[src/rtl/mersenne_sched.sv]
// mersenne_sched: shares one Mersenne-twister word generator among NREQ
// requesters. After reset the block waits SEED_CYCLES clocks for the
// generator to seed, then issues one word per grant using masked
// round-robin arbitration.
//
// Ports:
//   clk        clock, rising edge
//   rst        asynchronous reset, active low
//   req        per-requester level request (held until ack)
//   gen_rnd    generator output, valid the cycle after gen_ce
//   gen_ce     generator clock enable, high in the grant cycle
//   ready      high once seeding is complete
//   ack        one-hot pulse returning the word to the winner
//   rnd_out    delivered word, held while rnd_valid is low
//   rnd_valid  OR of ack
//
// Build option: define MERSENNE_SCHED_PRIO_EN to give requester 0 strict
// priority; the remaining requesters then share round-robin and grants to
// requester 0 do not move the round-robin pointer.
module mersenne_sched #(
  parameter int unsigned NREQ        = 4,
  parameter int unsigned SEED_CYCLES = 624,
  parameter int unsigned CNT_W       = 11
) (
  input  logic            clk,
  input  logic            rst,
  input  logic [NREQ-1:0] req,
  input  logic [31:0]     gen_rnd,
  output logic            gen_ce,
  output logic            ready,
  output logic [NREQ-1:0] ack,
  output logic [31:0]     rnd_out,
  output logic            rnd_valid
);

  localparam int unsigned IDX_W = (NREQ > 1) ? $clog2(NREQ) : 1;

  typedef enum logic {
    SEED = 1'b0,
    RUN  = 1'b1
  } state_e;

  state_e            state_q;
  logic [CNT_W-1:0]  cnt_q;
  logic [NREQ-1:0]   ack_q;
  logic [IDX_W-1:0]  last_q;
  logic [31:0]       hold_q;

  logic [NREQ-1:0]   elig_c;
  logic [NREQ-1:0]   rr_c;
  logic              grant_c;
  logic              upd_last_c;
  logic [IDX_W-1:0]  win_c;

  // Wrapped requester index base+k (mod NREQ).
  function automatic logic [IDX_W-1:0] rr_idx(input logic [IDX_W-1:0] base,
                                               input int unsigned k);
    return IDX_W'((32'(base) + k) % NREQ);
  endfunction

  // Winner selection. The requester granted last cycle is the one acked
  // this cycle, so ack_q doubles as the previous-grant mask.
  always_comb begin
    elig_c     = '0;
    rr_c       = '0;
    grant_c    = 1'b0;
    upd_last_c = 1'b0;
    win_c      = '0;
    if (state_q == RUN) begin
      elig_c = req & ~ack_q;
    end
    rr_c = elig_c;
`ifdef MERSENNE_SCHED_PRIO_EN
    rr_c[0] = 1'b0;
`endif
    for (int unsigned k = 1; k <= NREQ; k++) begin
      if (!grant_c && rr_c[rr_idx(last_q, k)]) begin
        grant_c    = 1'b1;
        upd_last_c = 1'b1;
        win_c      = rr_idx(last_q, k);
      end
    end
`ifdef MERSENNE_SCHED_PRIO_EN
    if (elig_c[0]) begin
      grant_c    = 1'b1;
      upd_last_c = 1'b0;
      win_c      = '0;
    end
`endif
  end

  // Seed FSM, grant registration and word hold register.
  always_ff @(posedge clk or negedge rst) begin
    if (!rst) begin
      state_q <= SEED;
      cnt_q   <= '0;
      ack_q   <= '0;
      last_q  <= IDX_W'(NREQ - 1);
      hold_q  <= '0;
    end else begin
      case (state_q)
        SEED: begin
          cnt_q <= cnt_q + CNT_W'(1);
          if (cnt_q == CNT_W'(SEED_CYCLES - 1)) begin
            state_q <= RUN;
          end
        end
        RUN: begin
          state_q <= RUN;
        end
        default: begin
          state_q <= SEED;
        end
      endcase
      ack_q <= grant_c ? (NREQ'(1) << win_c) : '0;
      if (upd_last_c) begin
        last_q <= win_c;
      end
      if (|ack_q) begin
        hold_q <= gen_rnd;
      end
    end
  end

  // gen_rnd is the generator's own registered output, so the word passes
  // straight through in the ack cycle and is held afterwards.
  assign gen_ce    = grant_c;
  assign ready     = (state_q == RUN);
  assign ack       = ack_q;
  assign rnd_valid = |ack_q;
  assign rnd_out   = rnd_valid ? gen_rnd : hold_q;

endmodule

[config.mk]
export PLATFORM = sky130hd
export DESIGN_NAME = mersenne_sched
export DESIGN_NICKNAME = d
export VERILOG_FILES = /design/src/rtl/mersenne_sched.sv
export SDC_FILE = /design/constraint.sdc
export NUM_CORES = 1
export LEC_CHECK = 0
export CORE_MARGIN = 5
export CORE_UTILIZATION = 45
export DETAILED_ROUTE_END_ITERATION = 8
export HOLD_SLACK_MARGIN = 0.03
export MAX_ROUTING_LAYER = met4
export PLACE_DENSITY = 0.87
export SLEW_MARGIN = 20
export SYNTH_ARGS = -nofsm -noshare
export SYNTH_HDL_FRONTEND = slang
export SYNTH_SLANG_ARGS = --single-unit
[constraint.sdc]
create_clock -name clk -period 2.3 [get_ports clk]
set_input_delay 0.46 -clock clk [delete_from_list [all_inputs] [get_ports clk]]
set_output_delay 0.46 -clock clk [all_outputs]
set_load 0.02 [all_outputs]
After elaboration in Yosys (flattened, before gate mapping)
Cells that the tools add are included.

Add/subtract/negate cells: 5. Magnitude comparators: 4. Equal/unequal tests: 1. Shift-type cells: 1. Mux-type cells: 21. Bitwise gates (word level): 3. Reduce and logical (&&, ||, !) cells: 7.

Operators by type and width (count): 32-bit 2-to-1 mux (1); 2-bit by 3-bit less-than comparator with 1-bit output (second input constant) (4); 11-bit by 1-bit adder with 11-bit output (second input constant) (1); 11-bit by 10-bit == test with 1-bit output (second input constant) (1); 1-bit 2-to-1 mux (9); 1-bit binary-select mux with 2-bit select (4); 2-bit 2-to-1 mux (4); 4-bit 2-to-1 mux (2); 2-bit by 1-bit adder with 2-bit output (second input constant) (2); 2-bit adder (second input constant) (2); 4-bit AND (1); 4-bit NOT (1); 4-bit OR reduction (1); 1-bit by 2-bit << shifter with 4-bit output (first input constant) (1); 1-bit logical AND (3); 1-bit zero test (3); 1-bit case mux with 2 select lines (1); 1-bit NOT (1).

Register bits: 50. Output and inout bits: 39.

Logic depth before layout (Yosys ltp)
Gate-level depths: netlist of the first run.

Depth in word-level cells: 17. Depth in mapped cells: 5.

Least setup slack after synthesis of the first run
No wires, ideal clock.

Path kind: flip-flop to output port. From: reg ack_q[3] (netlist: ack[3]). To: out rnd_out[5]. Data arrival time: 1577 ps. Required time: 1840 ps. Path slack: 263 ps. Stages on the path, launching flop included: 4. Buffers on the path: 1. Cells stage by stage: dfrtp_1 > nor4_4 > buf_6 > mux2_1.

Longest elaborated chain between the ends: 2.

Ends and longest elaborated chain: start: declaration (RTL line 45) `logic [NREQ-1:0] ack_q;`; start signal: assignment (RTL line 115) `ack_q <= grant_c ? (NREQ'(1) << win_c) : '0;`; 4-bit OR reduction (RTL line 130) `assign rnd_valid = |ack_q;`; 32-bit 2-to-1 mux; end: declaration (RTL line 32) `output logic [31:0] rnd_out,`.

Every way passes these cells.

Final worst setup path of the first run
From: reg ack_q[0] (netlist: ack[0]). To: out rnd_out[20].

Same word-level chain as after synthesis.

==> results of run 1 <==
## cells in the final DEF (no fill, tap or decap), drive strengths merged, types with 2 or more instances in the layout
master,n
a21oi,6
buf,63
clkbuf,7
clkdlybuf4s50,41
dfrtp,48
dfstp,2
dlygate4sd2,2
inv,7
mux2,33
nand2,7
nand2b,2
nand4,4
nor2,3
nor2b,2
nor3,3
nor3b,2
nor4,2
o21ai,2
xnor2,8
xor2,2
## registers in the layout (all words and copies together) (netlist names)
signal,count
hold_q,32
cnt_q,11
ack,4
last_q,2
ready,1
## logic make-up after synthesis
| kind of cell | count (synthesis) | share of synthesized area |
|---|---|---|
| simple gates | 34 | 0.111 |
| flops | 50 | 0.575 |
| xor+xnor | 10 | 0.0402 |
| fa+ha+maj | 1 | 0.00574 |
| buf+inv | 10 | 0.0287 |
| compound gates | 17 | 0.0694 |
| mux | 33 | 0.170 |
## worst max path at each step
stage	start	slack (ps)	to
after detailed placement	req[0]	-140	gen_ce
final	ack[0]$_DFF_PN0_	-230	rnd_out[20]
after CTS	ack[1]$_DFF_PN0_	-110	rnd_out[18]
after floorplan	ack[3]$_DFF_PN0_	260	rnd_out[5]
after global routing	ack[0]$_DFF_PN0_	-320	rnd_out[20]
after global placement	req[2]	-150	gen_ce
## layout make-up
cell class | count | area [sq um]
clock buffers | 5 | 68.8
clock inverters | 3 | 47.5
fillers | 260 | 1210
inverters | 5 | 18.8
multi-input cells | 95 | 958
flip-flops and latches | 50 | 1250
well taps | 67 | 83.8
repair buffers | 108 | 1080
## per-layer routing
layer | share of wire | vias up | global-route usage | wire length (um)
met4 | 0.014 | 0 | 0.0515 | 99
met5 | 0 | - | - | 0
met3 | 0.080 | 10 | 0.0666 | 557
li1 | - | 773 | - | -
met1 | 0.39 | 878 | 0.237 | 2740
met2 | 0.51 | 77 | 0.350 | 3590
## timing repair
item | CTS | global route
endpoints found under the setup margin | 34 | 32
pin swaps | 1 | 1
cloned | 3 | 1
setup buffers | 9 | 6
resized for setup | 190 | 24
## per-stage QoR
step / instance area, sq um / worst slack (ps)
global route: 3510 / -325
finish: 3510 / -227
detailed placement: 3110 / -144
floorplan: 2180 / 263
global placement: 3110 / -152
CTS: 3400 / -109
## report_power, final
group	total, W	switching, W	leakage [nW]	internal (W)
sequential	0.000958	0.0000249	0.603	0.000934
clock	0.000647	0.000314	0.0591	0.000332
combinational	0.000419	0.000188	1.00	0.000231
==> impl_metrics.json, run 1 <==
{
  "avgViaCountPerCell": 5.22,
  "ctsHoldBuffers": 0,
  "port_buffers": 76,
  "num_vias": 1738,
  "antenna_found_initial": 0,
  "yosysTopAreaCell": "dfrtp_1",
  "die_width_um": 79.6,
  "p_total_w": 0.00202,
  "rows": 25,
  "coreArea_sq_um": 4720,
  "post-route-min-period_ps": 2530,
  "grt_overflow": 0,
  "postRouteAntennaNets": 0,
  "drcViolationCount": 0,
  "synthTopCellsByCount": "48 x dfrtp_1, 31 x mux2_2, 8 x xnor2_1, 7 x nand2_1",
  "final.setup.tns_ps": -5310,
  "dieArea_sq_um": 6340,
  "drtPass1Iterations": 4,
  "ir_drop_mv": 0.441,
  "clock_latency_ps": 300,
  "syn_to_final_growth_pct": 61.0,
  "cpPeakStageDelay_ps": 440,
  "async_flop_share": 1.00,
  "utilization": 0.744,
  "wire_per_inst_um": 21.0,
  "fin_crit_sh": 1.10,
  "final_cells": 333,
  "cts_htree_levels": 2,
  "path_cells": "nor4_4 -> buf_4 -> buf_12 -> mux2_2 -> buf_2",
  "hold_viol": 0,
  "synthCells": 155,
  "grt_util_all_layers": 0.206,
  "dpl.hpwl_um": 3720,
  "grt_pass1_vias": 1825,
  "cp.arrival_ps": 2070,
  "drtIter0Drc": 63,
  "path_buf_inv": 3,
  "antenna_cells": 0,
  "fin_nets": 304,
  "synth_area_leaders": "dfrtp_1 55%, mux2_2 16%, xnor2_1 3.2%",
  "maxSlewHeadroom": 0.641,
  "cts-root-buf": "clkbuf_8",
  "max_cap_violations": 0,
  "slowest_stage": "dfrtp_1",
  "ys_ff_latch": 50,
  "drv_slew": 0,
  "setup_ws_ps": -227,
  "clockBufferDepth": 2,
  "numCtsBuffers": 5,
  "powerDensity_nw_per_um2": 576,
  "dieHeight_um": 79.6,
  "dp_cells": 307,
  "crit_path_end_kind": "primary output",
  "synth_cell_type_count": 43,
  "holdWs_ps": 122,
  "clkSlewWorstSetupHoldPaths_ps": 100,
  "status": "finished, violations left",
  "synth_ff_type": "dfrtp_1",
  "reg2regPathDepth": 7,
  "syn_area_per_cell_sq_um": 14.1,
  "timing.rr.start": "ack[0]$_DFF_PN0_",
  "worstPathRequired_ps": 1840,
  "worstPathMaxFanout": 5,
  "cp_top_family": "buffers and inverters",
  "rsz0062_at_grt": "true",
  "grt_max_degree": 29,
  "wl_um": 6990,
  "clock_sinks": 50,
  "yosysMostFrequentCell": "dfrtp_1",
  "worst-path-stages": 5,
  "place.gp.congestion": 0.796,
  "violations": "negative setup slack",
  "yosys_warnings": 0,
  "synth_top_area_share": 0.551,
  "critical_path_class": "reg -> out",
  "synth-edff-count": 0,
  "skew_ps": 13.3,
  "synth_seq_area_share": 0.575,
  "tightest_slew_ps": 538,
  "r2r_end": "hold_q[6]$_DFF_PN0_",
  "syn_area_sq_um": 2180,
  "grt_pass1_wl_um": 9600,
  "setup_viol": 32,
  "cts_tree": "built",
  "layout-drive-gt1-share": 0.440,
  "start_util": 0.462,
  "io-pin-count": 77,
  "max_freq_mhz": 396,
  "synth_nets": 194,
  "critical_path.startpoint_type": "register",
  "hp-class": "in -> async",
  "power.leakage_nw": 1.66,
  "rrSetupSlack_ps": 350
}
(Power assumes the default switching activity.)
==> run 2, diff against run 1 <==
--- a/config.mk
+++ b/config.mk
@@ -15,3 +15,4 @@
 export SYNTH_ARGS = -nofsm -noshare
 export SYNTH_HDL_FRONTEND = slang
 export SYNTH_SLANG_ARGS = --single-unit
+export TNS_END_PERCENT = 1
==> run 2 against run 1 <==
  * The run still ends with negative setup slack left
  * Die area did not move
  * Worst hold slack improved by 13 ps
  * Highest routed layer unchanged
  * Sequential share of layout area rose by 0.74 points
  * Largest power group unchanged
  * Combinational power fell by 3%
  * Non-clock buffer count fell by 9
  * Count of clock-buffer cells in the layout did not move
  * Flip-flop and latch count did not move
  * Clock power barely moved
  * Final cell count fell by 2.4%
  * Utilization fell by 1.5 points
  * Critical path type unchanged
  * Global-route usage fell by 2.1 points
==> impl_metrics.json, run 2 (same netlist as run 1, synthesis figures left out) <==
{
  "avgViaCountPerCell": 5.09,
  "max_cap_violations": 0,
  "antenna_found_initial": 1,
  "postRouteAntennaNets": 0,
  "utilization": 0.728,
  "critical_path.startpoint_type": "register",
  "syn_to_final_growth_pct": 57.8,
  "numCtsBuffers": 5,
  "cpPeakStageDelay_ps": 420,
  "clock_sinks": 50,
  "hp-class": "in -> async",
  "grt_pass1_vias": 1666,
  "port_buffers": 76,
  "final.setup.tns_ps": -2110,
  "dieArea_sq_um": 6340,
  "setup_ws_ps": -130,
  "coreArea_sq_um": 4720,
  "power.leakage_nw": 1.62,
  "drcViolationCount": 0,
  "powerDensity_nw_per_um2": 585,
  "rsz0062_at_grt": "true",
  "ctsHoldBuffers": 0,
  "skew_ps": 16.3,
  "fillers": 283,
  "ir_drop_mv": 0.365,
  "fin_nets": 295,
  "start_util": 0.462,
  "dpl.hpwl_um": 3720,
  "rrSetupSlack_ps": 540,
  "final_area_sq_um": 3440,
  "hold_viol": 0,
  "clkSlewWorstSetupHoldPaths_ps": 110,
  "cp_top_family": "buffers and inverters",
  "final_common_cell": "dfrtp_1",
  "worstPathMaxFanout": 8,
  "slowest_stage": "dfrtp_1",
  "wl_um": 6460,
  "critical_path_class": "reg -> out",
  "grt_overflow": 0,
  "status": "finished, violations left",
  "worstPathRequired_ps": 1840,
  "path_cells": "nor4_4 -> buf_4 -> clkbuf_16 -> mux2_2 -> buf_2",
  "place_area_sq_um": 3110,
  "post-route-min-period_ps": 2430,
  "clockBufferDepth": 2,
  "die_width_um": 79.6,
  "fin_crit_sh": 1.06,
  "wire_per_inst_um": 19.9,
  "final_cell_mix": "48 x dfrtp_1, 41 x clkdlybuf4s50_1, 25 x mux2_4, 25 x buf_6, 17 x buf_4",
  "dieHeight_um": 79.6,
  "path_buf_inv": 3,
  "seq_area_sq_um": 1250,
  "num_vias": 1653,
  "violations": "negative setup slack",
  "grt_util_all_layers": 0.185,
  "layout-drive-gt1-share": 0.420,
  "cp.arrival_ps": 1970,
  "crit_path_end_kind": "primary output",
  "max_freq_mhz": 411,
  "place.gp.congestion": 0.796,
  "top_register": "hold_q",
  "drtIter0Drc": 73,
  "maxSlewHeadroom": 0.612,
  "setup_viol": 32,
  "drtPass1Iterations": 4,
  "cts_tree": "built",
  "largest_register_ffs": 32,
  "cts_htree_levels": 2,
  "tightest_slew_ps": 581,
  "cts-root-buf": "clkbuf_8",
  "multi_input_area_sq_um": 958,
  "drv_slew": 0,
  "grt_pass1_wl_um": 8710,
  "clock_latency_ps": 310,
  "holdWs_ps": 135,
  "rows": 25,
  "grt_max_degree": 29,
  "io-pin-count": 77
}
==> run 2: cell types whose count changed in the layout (fill, tap and decap cells not counted) <==
cell       change
buf_16         -1
buf_2          +3
buf_4         -12
buf_6          -1
buf_8          +1
clkbuf_16      +1
diode_2        +1
==> run 2: per-stage QoR <==
step	std cells	total power [W]	worst slack, ps
4_1_cts	320	0.00194	-117
2_1_floorplan	155	0.00111	263
5_1_grt	325	0.00210	-216
3_5_place_dp	307	0.00133	-144
6_report	325	0.00201	-130
3_3_place_gp	307	0.00132	-152
==> run 2: worst paths after layout <==
kind / startpoint / endpoint / cells after the start
setup / recovery: ack[0]$_DFF_PN0_ / rnd_out[10] / 5
hold / removal: rst / hold_q[1]$_DFF_PN0_ / 1
setup reg to reg: ack[1]$_DFF_PN0_ / ack[1]$_DFF_PN0_ / 7
hold reg to reg: cnt_q[10]$_DFFE_PN0N_ / cnt_q[10]$_DFFE_PN0N_ / 1
max in group asynchronous: rst / last_q[1]$_DFFE_PN1P_ / 2
min in group clk: cnt_q[10]$_DFFE_PN0N_ / cnt_q[10]$_DFFE_PN0N_ / 1
==> run 2: where the power goes <==
group | leakage [nW] | internal, W | switching (W)
clock | 0.0592 | 0.000332 | 0.000317
sequential | 0.603 | 0.000933 | 0.0000247
combinational | 0.959 | 0.000223 | 0.000182
==> run 2: cell type report <==
class / instances / share of cell area
Clock buffer: 5 / 0.0200
Multi-Input combinational cell: 95 / 0.279
Inverter: 5 / 0.00545
Clock inverter: 3 / 0.0138
Sequential cell: 50 / 0.364
Tap cell: 67 / 0.0244
Timing Repair Buffer: 99 / 0.293
Antenna cell: 1 / 0.000727
==> run 2: worst register-to-register path: stages, from the launching register on <==
cell and delay, ps:
dfrtp_1 420, buf_4 150, buf_4 140, nor2b_4 120, buf_4 140, a21oi_2 80, a2111o_1 470, nor3_2 190
==> run 2: what timing repair did <==
item / in CTS / in global routing
setup endpoints to repair: 34 / 32
resized for setup: 155 / 53
gates cloned: 2 / 2
pin swaps: 1 / 1
buffers inserted: 3 / 2
==> run 2: metal layers <==
metal	routed length, um	track usage
met5	0	-
met4	64	0.0309
met3	431	0.0474
met2	3190	0.309
met1	2760	0.232
==> run 3, diff against run 2 <==
--- a/config.mk
+++ b/config.mk
@@ -11,6 +11,7 @@
 export HOLD_SLACK_MARGIN = 0.03
 export MAX_ROUTING_LAYER = met4
 export PLACE_DENSITY = 0.87
+export SKIP_LAST_GASP = 1
 export SLEW_MARGIN = 20
 export SYNTH_ARGS = -nofsm -noshare
 export SYNTH_HDL_FRONTEND = slang
==> constraint.sdc (replaced) <==
create_clock -name clk -period 2.6 [get_ports clk]
set_input_delay 0.52 -clock clk [delete_from_list [all_inputs] [get_ports clk]]
set_output_delay 0.52 -clock clk [all_outputs]
set_load 0.02 [all_outputs]
==> run 3 against run 2 <==
  * The flow now finishes without violations
  * Final cell count decreased by 4.3%
  * Critical path depth unchanged
  * Count of clock-buffer cells in the layout unchanged
  * First-iteration DRC count increased by 16%
  * Global-route usage decreased by 1.3 points
  * Largest power group unchanged
  * Highest routed layer unchanged
==> impl_metrics.json, run 3 (same netlist as run 1, synthesis figures left out) <==
{
  "max_freq_mhz": 391,
  "cp_top_family": "buffers and inverters",
  "fin_crit_sh": 0.983,
  "worstPathRequired_ps": 2080,
  "clockBufferDepth": 2,
  "num_vias": 1546,
  "tightest_slew_ps": 603,
  "fin_nets": 282,
  "final.setup.tns_ps": 0,
  "final_cells": 311,
  "maxSlewHeadroom": 0.598,
  "numCtsBuffers": 5,
  "setup_viol": 0,
  "final_common_cell": "dfrtp_1",
  "final_cell_mix": "48 x dfrtp_1, 42 x clkdlybuf4s50_1, 32 x dlygate4sd2_1",
  "coreArea_sq_um": 4720,
  "io-pin-count": 77,
  "skew_ps": 6.14,
  "slowest_stage": "dfrtp_1",
  "cts-root-buf": "clkbuf_8",
  "grt_util_all_layers": 0.172,
  "antenna_cells": 0,
  "grt_pass1_vias": 1657,
  "die_width_um": 79.6,
  "clkSlewWorstSetupHoldPaths_ps": 90,
  "path_cells": "nor4_4 -> buf_4 -> clkbuf_16 -> mux2_2 -> dlygate4sd2_1",
  "post-route-min-period_ps": 2560,
  "seq_area_sq_um": 1250,
  "ir_drop_mv": 0.295,
  "start_util": 0.462,
  "final_area_sq_um": 3160,
  "utilization": 0.669,
  "port_buffers": 76,
  "multi_input_area_sq_um": 865,
  "place.gp.congestion": 0.795,
  "max_cap_violations": 0,
  "grt_pass1_wl_um": 8200,
  "critical_path_class": "reg -> out",
  "dieHeight_um": 79.6,
  "drcViolationCount": 0,
  "fillers": 348,
  "dp_cells": 300,
  "largest_register_ffs": 32,
  "powerDensity_nw_per_um2": 529,
  "rows": 25,
  "place_area_sq_um": 3040,
  "cts_tree": "built",
  "wl_um": 5080,
  "drv_slew": 0,
  "top_register": "hold_q",
  "postRouteAntennaNets": 0,
  "cts_htree_levels": 2,
  "critical_path.startpoint_type": "register",
  "grt_overflow": 0,
  "ctsHoldBuffers": 0,
  "power.leakage_nw": 1.38,
  "worstPathMaxFanout": 16,
  "antenna_found_initial": 0,
  "drtPass1Iterations": 4,
  "syn_to_final_growth_pct": 44.9,
  "dieArea_sq_um": 6340,
  "hp-class": "in -> async",
  "status": "completed",
  "clock_latency_ps": 300,
  "rsz0062_at_grt": "true",
  "cp.arrival_ps": 2040,
  "path_buf_inv": 3,
  "hold_viol": 0,
  "avgViaCountPerCell": 4.97,
  "crit_path_end_kind": "primary output",
  "dpl.hpwl_um": 3650,
  "grt_max_degree": 51,
  "layout-drive-gt1-share": 0.250,
  "drtIter0Drc": 85,
  "cpPeakStageDelay_ps": 420,
  "clock_sinks": 50,
  "wire_per_inst_um": 16.3
}
[run 3: worst paths after layout]
kind / end / cells past startpoint / slack, ps / from
worst max register to register: ack[0]$_DFF_PN0_ / 5 / 980 / ack[3]$_DFF_PN0_
worst min-delay path: hold_q[4]$_DFF_PN0_ / 2 / 310 / rst
worst max-delay path: rnd_out[8] / 5 / 40 / ack[3]$_DFF_PN0_
worst min register to register: cnt_q[10]$_DFFE_PN0N_ / 1 / 480 / cnt_q[10]$_DFFE_PN0N_
min in group clk: cnt_q[10]$_DFFE_PN0N_ / 1 / 480 / cnt_q[10]$_DFFE_PN0N_
max in group asynchronous: cnt_q[4]$_DFFE_PN0N_ / 2 / 1880 / rst
[run 3: final cells by class]
cell class | instances | share of cell area
sequential | 50 | 0.397
inverter | 5 | 0.00594
timing repair buffer | 86 | 0.260
clock buffer | 5 | 0.0218
clock inverter | 3 | 0.0154
multi-input combinational | 95 | 0.274
tap | 67 | 0.0265
[run 3: metal layers]
metal / global-route usage / vias up / routed length (um)
met5: - / - / 0
met1: 0.210 / 760 / 2110
met2: 0.281 / 56 / 2420
met4: 0.0447 / 0 / 48
li1: - / 725 / -
met3: 0.0508 / 5 / 496
[run 3: timing repair]
action | CTS | global route
endpoints found under the setup margin | 33 | 32
pin swaps | 1 | 1
cloned | 1 | 0
resized for setup | 33 | 2
buffers inserted | 1 | 1
[run 3: metrics by stage]
stage | hold slack (ps) | worst slack [ps] | total power (W)
floorplan | 224 | 503 | 0.000984
global placement | 468 | 9.65 | 0.00116
detailed placement | 460 | -48.0 | 0.00117
CTS | 331 | -41.0 | 0.00169
global route | 359 | -17.5 | 0.00174
finish | 313 | 44.0 | 0.00167
[run 3: where the power goes]
group / switching (W) / total, W / leakage (nW) / internal, W
Combinational: 0.000137 / 0.000273 / 0.718 / 0.000136
Sequential: 0.0000155 / 0.000841 / 0.603 / 0.000825
Clock: 0.000263 / 0.000557 / 0.0563 / 0.000293
